`src/rtl/weight_buffer_if.sv`:
```
// Handshake and data bundle between the weight buffer, its loader,
// the weight updater and the forward path.
interface weight_buffer_if #(
    parameter int NEURON_NUM        = 5,
    parameter int WEIGHT_CELL_WIDTH = 16,
    parameter int COUNT_WIDTH       = 16
);
    localparam int MATRIX_WIDTH = NEURON_NUM * NEURON_NUM * WEIGHT_CELL_WIDTH;

    logic [MATRIX_WIDTH-1:0] init_w;
    logic                    init_valid;
    logic                    init_ready;
    logic [MATRIX_WIDTH-1:0] w;
    logic                    w_valid;
    logic                    w_ready;
    logic [MATRIX_WIDTH-1:0] result;
    logic                    result_valid;
    logic                    result_ready;
    logic                    error;
    logic [MATRIX_WIDTH-1:0] weights;
    logic [COUNT_WIDTH-1:0]  update_count;
    logic                    error_latched;
    logic                    busy;

    // Environment side: loader, updater and forward path.
    modport master (
        output init_w, init_valid, w_ready, result, result_valid, error,
        input  init_ready, w, w_valid, result_ready, weights, update_count,
               error_latched, busy
    );

    // Buffer side.
    modport slave (
        input  init_w, init_valid, w_ready, result, result_valid, error,
        output init_ready, w, w_valid, result_ready, weights, update_count,
               error_latched, busy
    );
endinterface

```
`src/rtl/weight_buffer.sv`:
```
// Weight matrix store. Holds one matrix, lends it to the weight updater
// and takes the updated copy back, counting write-backs and latching
// any overflow the updater reports.
module weight_buffer #(
    parameter int NEURON_NUM        = 5,
    parameter int WEIGHT_CELL_WIDTH = 16,
    parameter int COUNT_WIDTH       = 16
) (
    input logic           clk,
    input logic           rst,
    weight_buffer_if.slave bus
);
    localparam int CELL_NUM     = NEURON_NUM * NEURON_NUM;
    localparam int MATRIX_WIDTH = CELL_NUM * WEIGHT_CELL_WIDTH;

    typedef enum logic [1:0] {
        EMPTY = 2'd0,
        OFFER = 2'd1,
        WAIT  = 2'd2
    } state_t;

    state_t                  state_reg;
    logic                    w_valid_reg;
    logic                    result_ready_reg;
    logic                    busy_reg;
    logic                    error_latched_reg;
    logic [COUNT_WIDTH-1:0]  update_count_reg;
    logic [MATRIX_WIDTH-1:0] matrix;

    logic init_ready_int;
    logic init_fire;
    logic w_fire;
    logic result_fire;

    // In OFFER a pending w handshake wins, so init is only accepted when the
    // updater is not taking the matrix this cycle.
    assign init_ready_int = rst || (state_reg == EMPTY) ||
                            ((state_reg == OFFER) && !bus.w_ready);
    assign init_fire      = !rst && bus.init_valid && init_ready_int;
    assign w_fire         = !rst && w_valid_reg && bus.w_ready;
    assign result_fire    = !rst && result_ready_reg && bus.result_valid;

    // Cell storage: each cell is a plain copy of its slice, no arithmetic.
    // init_fire and result_fire cannot coincide (EMPTY/OFFER vs WAIT).
    for (genvar gi = 0; gi < CELL_NUM; gi++) begin : g_cell
        logic [WEIGHT_CELL_WIDTH-1:0] cell_reg;

        // Load the cell from the loader or from the updater write-back.
        always_ff @(posedge clk) begin
            if (rst) begin
                cell_reg <= '0;
            end else if (init_fire) begin
                cell_reg <= bus.init_w[gi*WEIGHT_CELL_WIDTH +: WEIGHT_CELL_WIDTH];
            end else if (result_fire) begin
                cell_reg <= bus.result[gi*WEIGHT_CELL_WIDTH +: WEIGHT_CELL_WIDTH];
            end
        end

        assign matrix[gi*WEIGHT_CELL_WIDTH +: WEIGHT_CELL_WIDTH] = cell_reg;
    end

    // Lending FSM with registered handshake/status outputs and the
    // write-back bookkeeping.
    always_ff @(posedge clk) begin
        if (rst) begin
            state_reg         <= EMPTY;
            w_valid_reg       <= 1'b0;
            result_ready_reg  <= 1'b0;
            busy_reg          <= 1'b0;
            update_count_reg  <= '0;
            error_latched_reg <= 1'b0;
        end else begin
            case (state_reg)
                EMPTY: begin
                    if (init_fire) begin
                        state_reg   <= OFFER;
                        w_valid_reg <= 1'b1;
                    end
                end
                OFFER: begin
                    if (w_fire) begin
                        state_reg        <= WAIT;
                        w_valid_reg      <= 1'b0;
                        result_ready_reg <= 1'b1;
                        busy_reg         <= 1'b1;
                    end
                end
                WAIT: begin
                    if (result_fire) begin
                        state_reg        <= OFFER;
                        w_valid_reg      <= 1'b1;
                        result_ready_reg <= 1'b0;
                        busy_reg         <= 1'b0;
                        // Wraps silently at all-ones.
                        update_count_reg <= update_count_reg + COUNT_WIDTH'(1);
                        if (bus.error) begin
                            error_latched_reg <= 1'b1;
                        end
                    end
                end
                default: begin
                    state_reg        <= EMPTY;
                    w_valid_reg      <= 1'b0;
                    result_ready_reg <= 1'b0;
                    busy_reg         <= 1'b0;
                end
            endcase
        end
    end

    assign bus.init_ready    = init_ready_int;
    assign bus.w             = matrix;
    assign bus.w_valid       = w_valid_reg;
    assign bus.result_ready  = result_ready_reg;
    assign bus.weights       = matrix;
    assign bus.update_count  = update_count_reg;
    assign bus.error_latched = error_latched_reg;
    assign bus.busy          = busy_reg;
endmodule

```
`src/flat_wrapper.sv`:
```
// flat-port wrapper written by rule: the top's interface ports become plain ports
module weight_buffer_flat 
#(
    parameter int NEURON_NUM        = 5,
    parameter int WEIGHT_CELL_WIDTH = 16,
    parameter int COUNT_WIDTH       = 16
)
  (clk, rst, bus_init_w, bus_init_valid, bus_w_ready, bus_result, bus_result_valid, bus_error, bus_init_ready, bus_w, bus_w_valid, bus_result_ready, bus_weights, bus_update_count, bus_error_latched, bus_busy);
  weight_buffer_if #(.NEURON_NUM(NEURON_NUM), .WEIGHT_CELL_WIDTH(WEIGHT_CELL_WIDTH), .COUNT_WIDTH(COUNT_WIDTH)) bus_i ();
  input logic clk;
  input logic rst;
  input wire logic [$bits(bus_i.init_w)-1:0] bus_init_w;
  input wire logic [$bits(bus_i.init_valid)-1:0] bus_init_valid;
  input wire logic [$bits(bus_i.w_ready)-1:0] bus_w_ready;
  input wire logic [$bits(bus_i.result)-1:0] bus_result;
  input wire logic [$bits(bus_i.result_valid)-1:0] bus_result_valid;
  input wire logic [$bits(bus_i.error)-1:0] bus_error;
  output wire logic [$bits(bus_i.init_ready)-1:0] bus_init_ready;
  output wire logic [$bits(bus_i.w)-1:0] bus_w;
  output wire logic [$bits(bus_i.w_valid)-1:0] bus_w_valid;
  output wire logic [$bits(bus_i.result_ready)-1:0] bus_result_ready;
  output wire logic [$bits(bus_i.weights)-1:0] bus_weights;
  output wire logic [$bits(bus_i.update_count)-1:0] bus_update_count;
  output wire logic [$bits(bus_i.error_latched)-1:0] bus_error_latched;
  output wire logic [$bits(bus_i.busy)-1:0] bus_busy;
  assign bus_i.init_w = bus_init_w;
  assign bus_i.init_valid = bus_init_valid;
  assign bus_i.w_ready = bus_w_ready;
  assign bus_i.result = bus_result;
  assign bus_i.result_valid = bus_result_valid;
  assign bus_i.error = bus_error;
  assign bus_init_ready = bus_i.init_ready;
  assign bus_w = bus_i.w;
  assign bus_w_valid = bus_i.w_valid;
  assign bus_result_ready = bus_i.result_ready;
  assign bus_weights = bus_i.weights;
  assign bus_update_count = bus_i.update_count;
  assign bus_error_latched = bus_i.error_latched;
  assign bus_busy = bus_i.busy;
  weight_buffer #(.NEURON_NUM(NEURON_NUM), .WEIGHT_CELL_WIDTH(WEIGHT_CELL_WIDTH), .COUNT_WIDTH(COUNT_WIDTH)) u_core (.clk(clk), .rst(rst), .bus(bus_i));
endmodule
```
`config.mk`:
```
export PLATFORM = sky130hd
export DESIGN_NAME = weight_buffer_flat
export DESIGN_NICKNAME = d
export VERILOG_FILES = /design/src/rtl/weight_buffer_if.sv /design/src/rtl/weight_buffer.sv /design/src/flat_wrapper.sv
export SDC_FILE = /design/constraint.sdc
export NUM_CORES = 1
export LEC_CHECK = 0
export BUFFER_PORTS_ARGS = -buffer_cell sky130_fd_sc_hd__buf_2
export CAP_MARGIN = 20
export CORE_AREA = 2 2 628 630
export CTS_BUF_LIST = sky130_fd_sc_hd__clkbuf_8 sky130_fd_sc_hd__clkbuf_16
export CTS_CLUSTER_DIAMETER = 150
export CTS_CLUSTER_SIZE = 10
export DETAILED_ROUTE_END_ITERATION = 7
export DIE_AREA = 0 0 630 632
export PLACE_DENSITY = 0.3
export SLEW_MARGIN = 20
export SYNTH_ARGS = -nofsm -noshare
export SYNTH_HDL_FRONTEND = slang
export SYNTH_SLANG_ARGS = --single-unit
```
`constraint.sdc`:
```
create_clock -name clk -period 2.1 [get_ports clk]
set_clock_uncertainty 0.05 [all_clocks]
set_input_delay 0.42 -clock clk [delete_from_list [all_inputs] [get_ports clk]]
set_output_delay 0.42 -clock clk [all_outputs]
set_load 0.01 [all_outputs]
```
**Word-level counts from Yosys, hierarchy flattened**

Cells that the tools add are included.

- Flip-flop bits (word level): 421
- Output and inout bits: 821
- Input port bits: 806
- Logic and storage cells: 115

- Reduce and logical (&&, ||, !) cells: 17
- Multiplexer cells: 61
- Bitwise operators: 1
- Add/subtract/negate cells: 1
- Equality and inequality tests: 5

Operator list:

| kind | count |
|---|---|
| 16-bit two-way mux | 50 |
| 16-bit by 1-bit adder with 16-bit output (second input constant) | 1 |
| 3-bit AND reduction | 3 |
| 1-bit logical AND | 7 |
| 2-bit two-way mux | 3 |
| 2-bit by 1-bit != test with 1-bit output (second input constant) | 3 |
| 1-bit one-hot mux with 3 select lines | 2 |
| 2-bit one-hot mux with 3 select lines | 1 |
| 1-bit two-way mux | 5 |
| 2-bit by 1-bit == test with 1-bit output (second input constant) | 1 |
| 2-bit == test (second input constant) | 1 |
| 1-bit zero test | 2 |
| 2-bit zero test | 1 |
| 1-bit logical OR | 2 |
| 2-bit AND reduction | 1 |
| 2-bit nonzero test | 1 |
| 1-bit NOT | 1 |

**Longest topological paths before layout**

- Word-level depth: 6
- Mapped depth: 6
- Depth with buffers taken out: 5

**Least setup slack after synthesis**

OpenSTA, ideal clock, no wires.

- Path type: register -> register
- Start: register u_core.update_count_reg[0], in the netlist u_core.bus.update_count[0]
- End: register u_core.update_count_reg[14], in the netlist u_core.bus.update_count[14]
- Setup slack: 0.436 ns
- Required time: 1.915 ns
- Setup time: 0.135 ns
- Period minus slack after synthesis: 1.664 ns
- Stages on the path, launching flop included: 6
- Data arrival time: 1.479 ns
- Buffers on the path: 0
- Cell sequence: dfxtp_1 > ha_1 > and4b_1 > nand4_1 > o311ai_0 > o41ai_1

- Cells in the longest elaborated chain, start to end: 1

RTL lines:

| element | RTL line | text |
|---|---|---|
| start: declaration | weight_buffer.sv:27 | `logic [COUNT_WIDTH-1:0] update_count_reg;` |
| start signal: assignment | weight_buffer.sv:95 | `update_count_reg <= update_count_reg + COUNT_WIDTH'(1);` |
| 16-bit by 1-bit adder with 16-bit output | weight_buffer.sv:95 |  |

No other way between the ends.
A chain may end at the register's enable or synchronous reset.

**Final worst setup path**

- Start: input rst
- End: register u_core.g_cell[4].cell_reg[5]

- Cells in the longest elaborated chain, start to end: 4
- Elaborated cells between the ends (all ways): 9
- Classes of those cells: 1 x mux; 8 x reduce/logical

RTL lines:

| element | RTL line | text |
|---|---|---|
| start: declaration | flat_wrapper.sv:11 | `input logic rst;` |
| 1-bit zero test / 1-bit logical OR (equally long branches) | weight_buffer.sv:39, weight_buffer.sv:41, weight_buffer.sv:37 |  |
| 1-bit logical AND (tied with other cells) | weight_buffer.sv:39 | `assign init_fire = !rst && bus.init_valid && init_ready_int;` |
| 1-bit logical AND, on equally long branches | weight_buffer.sv:39, weight_buffer.sv:41 |  |
| 16-bit two-way mux / 2-bit nonzero test (equally long branches) | - |  |
| end signal: assignment | weight_buffer.sv:53 | `cell_reg <= bus.init_w[gi*WEIGHT_CELL_WIDTH +: WEIGHT_CELL_WIDTH];` |
| end signal: assignment | weight_buffer.sv:55 | `cell_reg <= bus.result[gi*WEIGHT_CELL_WIDTH +: WEIGHT_CELL_WIDTH];` |
| end: declaration | weight_buffer.sv:46 | `logic [WEIGHT_CELL_WIDTH-1:0] cell_reg;` |

Parallel ways exist; a longest one is shown, timed or not.

==> impl_metrics.yaml <==
outcome:
  status: "finished, final reports clean"
synth:
  syn_nets: 3536
  async_flop_share_pct: 0
  yosysWarnings: 0
  synth_edf_count: 0
  synth_top_area_share_pct: 40.2
  synth-seq-cells: 420
  synthTopCellsByArea: "dfxtp_1, a311oi_1, nand2_1"
  synth.most_common_cell: "nand2_1"
  syn-cell-area_mm2: 0.0209
  postSynthAreaPerCell_um2: 7.66
  synth_cell_type_count: 30
  synthFlopType: "dfxtp_1"
  synth_largest_area_cell: "dfxtp_1"
  seq_area_frac_synth_pct: 40.2
  synth_commonest_cells: "nand2_1, dfxtp_1, nor2_1"
  syn_inst: 2729
detailed_routing:
  routedWlPerCell_um: 26.0
  first_iter_violations: 2064
  drtAntennaViolNets: 0
  first_pass_iters: 6
  drc: 0
  routed-via-count: 28700
  via_per_inst: 2.87
  totalWireLength_mm: 260
critical_path:
  path_class: "input port to flip-flop"
  r2r-start: "u_core.bus.update_count[0]"
  startpoint_type: "input port"
  crit_arrival_ns: 2.58
  worstPathRequired_ns: 2.64
  regToRegEndpoint: "u_core.bus.update_count[10]"
  cp-end-kind: "flip-flop"
  crit_path_max_fanout: 32
  r2r_slack_ns: 0.15
  worstRegToRegCells: 5
clock_tree:
  clockBufferDepth: 3
  cts_tree: "built"
  htreeDepth: 2
  path_clk_slew_ns: 0.06
  cts_root_buf: "clkbuf_16"
  numCtsBuffers: 50
  insertion_delay_ns: 0.70
  clock_sinks: 420
worst_hold_path:
  min_path_cells: 3
  hold_class: "input port to flip-flop"
  hold_path_end: "u_core.g_cell[19].cell_reg[8]"
  min_from: "bus_init_w[312]"
power_and_ir_drop:
  netSwitchingFraction_pct: 38.3
  p_int_mw: 16.2
  seqPwrFrac_pct: 37.8
  leakagePower_nw: 18.0
  switchingPower_mw: 10.1
  p_comb_share_pct: 29.5
  ir_drop_v: 0.000578
  power_density_mw_per_mm2: 611
  finalPower_mw: 26.3
  pwr-share-clk_pct: 32.8
timing:
  max_slew.worst_pin.slew_ns: 0.743
  final_max_slew_viol_count: 0
  setup_tns_ns: 0
  setup_violations: 0
  fin_ws_ns: 0.0554
  post-route-period-util_pct: 97.4
  rsz0062_at_grt: "no"
  fmax_ghz: 0.489
  slew_headroom_pct: 50.5
  fin_crit_ns: 2.04
  final-hold-violation-count: 0
place:
  dp_hpwl_mm: 230
  port-buffer-count: 1626
  dp.cells: 9117
  place_ws_ns: -0.110
  gp_congestion: 0.917
floorplan:
  core_mm2: 0.391
  io_pins: 1627
  die_y_um: 632
  initial_core_util_pct: 5.34
  die_x_um: 630
  dieArea_mm2: 0.398
  num_rows: 230
global_route:
  grt_pass1_vias: 28900
  grt_antenna_before_repair: 39
  grt_pass1_wl_mm: 321
  grtUsageTotal_pct: 12.4
  grt_max_degree: 98
  globalRouteOverflowTotal: 0
final_layout:
  largest_reg_flops: 400
  finish.utilization_pct: 11.0
  drive_gt1_share_pct: 41.0
  area_growth_pct: 106
  fin_nets: 5544
  layoutNonFillerInstCount: 9994
run:
  cap_violations: 0
[cell usage in the layout (no fill, tap or decap), types with 5 or more instances in the layout]
cell type / instances
buf_2: 1564
a21oi_1: 5
o21ai_0: 5
a311oi_1: 399
dfxtp_2: 89
buf_6: 9
o41ai_1: 5
dlygate4sd3_1: 787
buf_4: 179
inv_1: 6
nand3_1: 6
nand2_1: 807
clkbuf_16: 51
diode_2: 29
dfxtp_1: 330
or3_1: 5
buf_12: 39
nor2_1: 414
[worst max-delay path by stage]
stage,startpoint,to
floorplan,u_core.bus.update_count[0],u_core.bus.update_count[14]
global placement,bus_result_valid,u_core.g_cell[4].cell_reg[5]
detailed placement,bus_result_valid,u_core.g_cell[4].cell_reg[5]
global route,u_core.bus.update_count[0],u_core.bus.update_count[14]
CTS,u_core.state_reg[0],bus_init_ready
finish,rst,u_core.g_cell[4].cell_reg[5]
[critical path: stages]
cell and delay (ns):
dlygate4sd3_1 0.57, buf_8 0.16, nand3b_1 0.25, buf_12 0.24
buf_12 0.25, nand2_1 0.15, a311oi_2 0.34
[routing by layer]
| metal | part of all wire, % | track usage (%) | vias to the layer above |
|---|---|---|---|
| li1 | - | - | 13000 |
| met1 | 38 | 13.7 | 14200 |
| met2 | 49 | 21.5 | 1329 |
| met3 | 11 | 5.38 | 176 |
| met4 | 2.6 | 3.14 | 2 |
| met5 | 0.0042 | 0 | - |
[timing repair]
action | in CTS | in global routing
gates cloned | 0 | 0
endpoints found under the hold margin | 405 | 0
endpoints found under the setup margin | 195 | 3
pin swaps | 2 | 0
setup buffers | 1 | 0
hold buffers | 787 | 0
gates resized for setup | 164 | 3
[cell type report]
cell class | instances | area, um2
antenna | 29 | 72.6
sequential | 420 | 8520
timing repair buffer | 2581 | 18000
multi-input combinational | 1680 | 8530
clock buffer | 51 | 1280
fill | 45800 | 348000
clock inverter | 9 | 80.1
tap | 5220 | 6530
inverter | 4 | 15.0
[through the flow]
stage                     hold WS, ns  area [um2]
after floorplan                 0.452       20900
after global placement          0.411       33400
after detailed placement        0.423       33400
after CTS                    0.000962       42900
after global routing           0.0488       42900
final                          0.0651       43000
[power groups by stage]
| stage | clock network [mW] | registers [mW] | logic, mW |
|---|---|---|---|
| final | 8.60 | 9.92 | 7.74 |
| after global placement | 0 | 10.1 | 6.72 |
| after floorplan | 0 | 9.52 | 2.45 |
| after CTS | 9.09 | 9.96 | 8.05 |
| after global routing | 9.22 | 9.99 | 8.32 |
| after detailed placement | 0 | 10.1 | 6.68 |
[kinds of logic (layout without fill, tap and decap cells)]
family,Yosys count,in the layout,share of synthesized area (%)
XOR/XNOR,8,8,0.335
AND/OR/NAND/NOR,1249,1249,22.8
other,0,29,0
adder cells (fa/ha/maj),1,1,0.0599
flip-flops,420,420,40.2
buffers and inverters,629,2645,19.1
AO/OA/AOI/OAI,422,422,17.5
No activity file was read; power rests on OpenSTA's default activity.
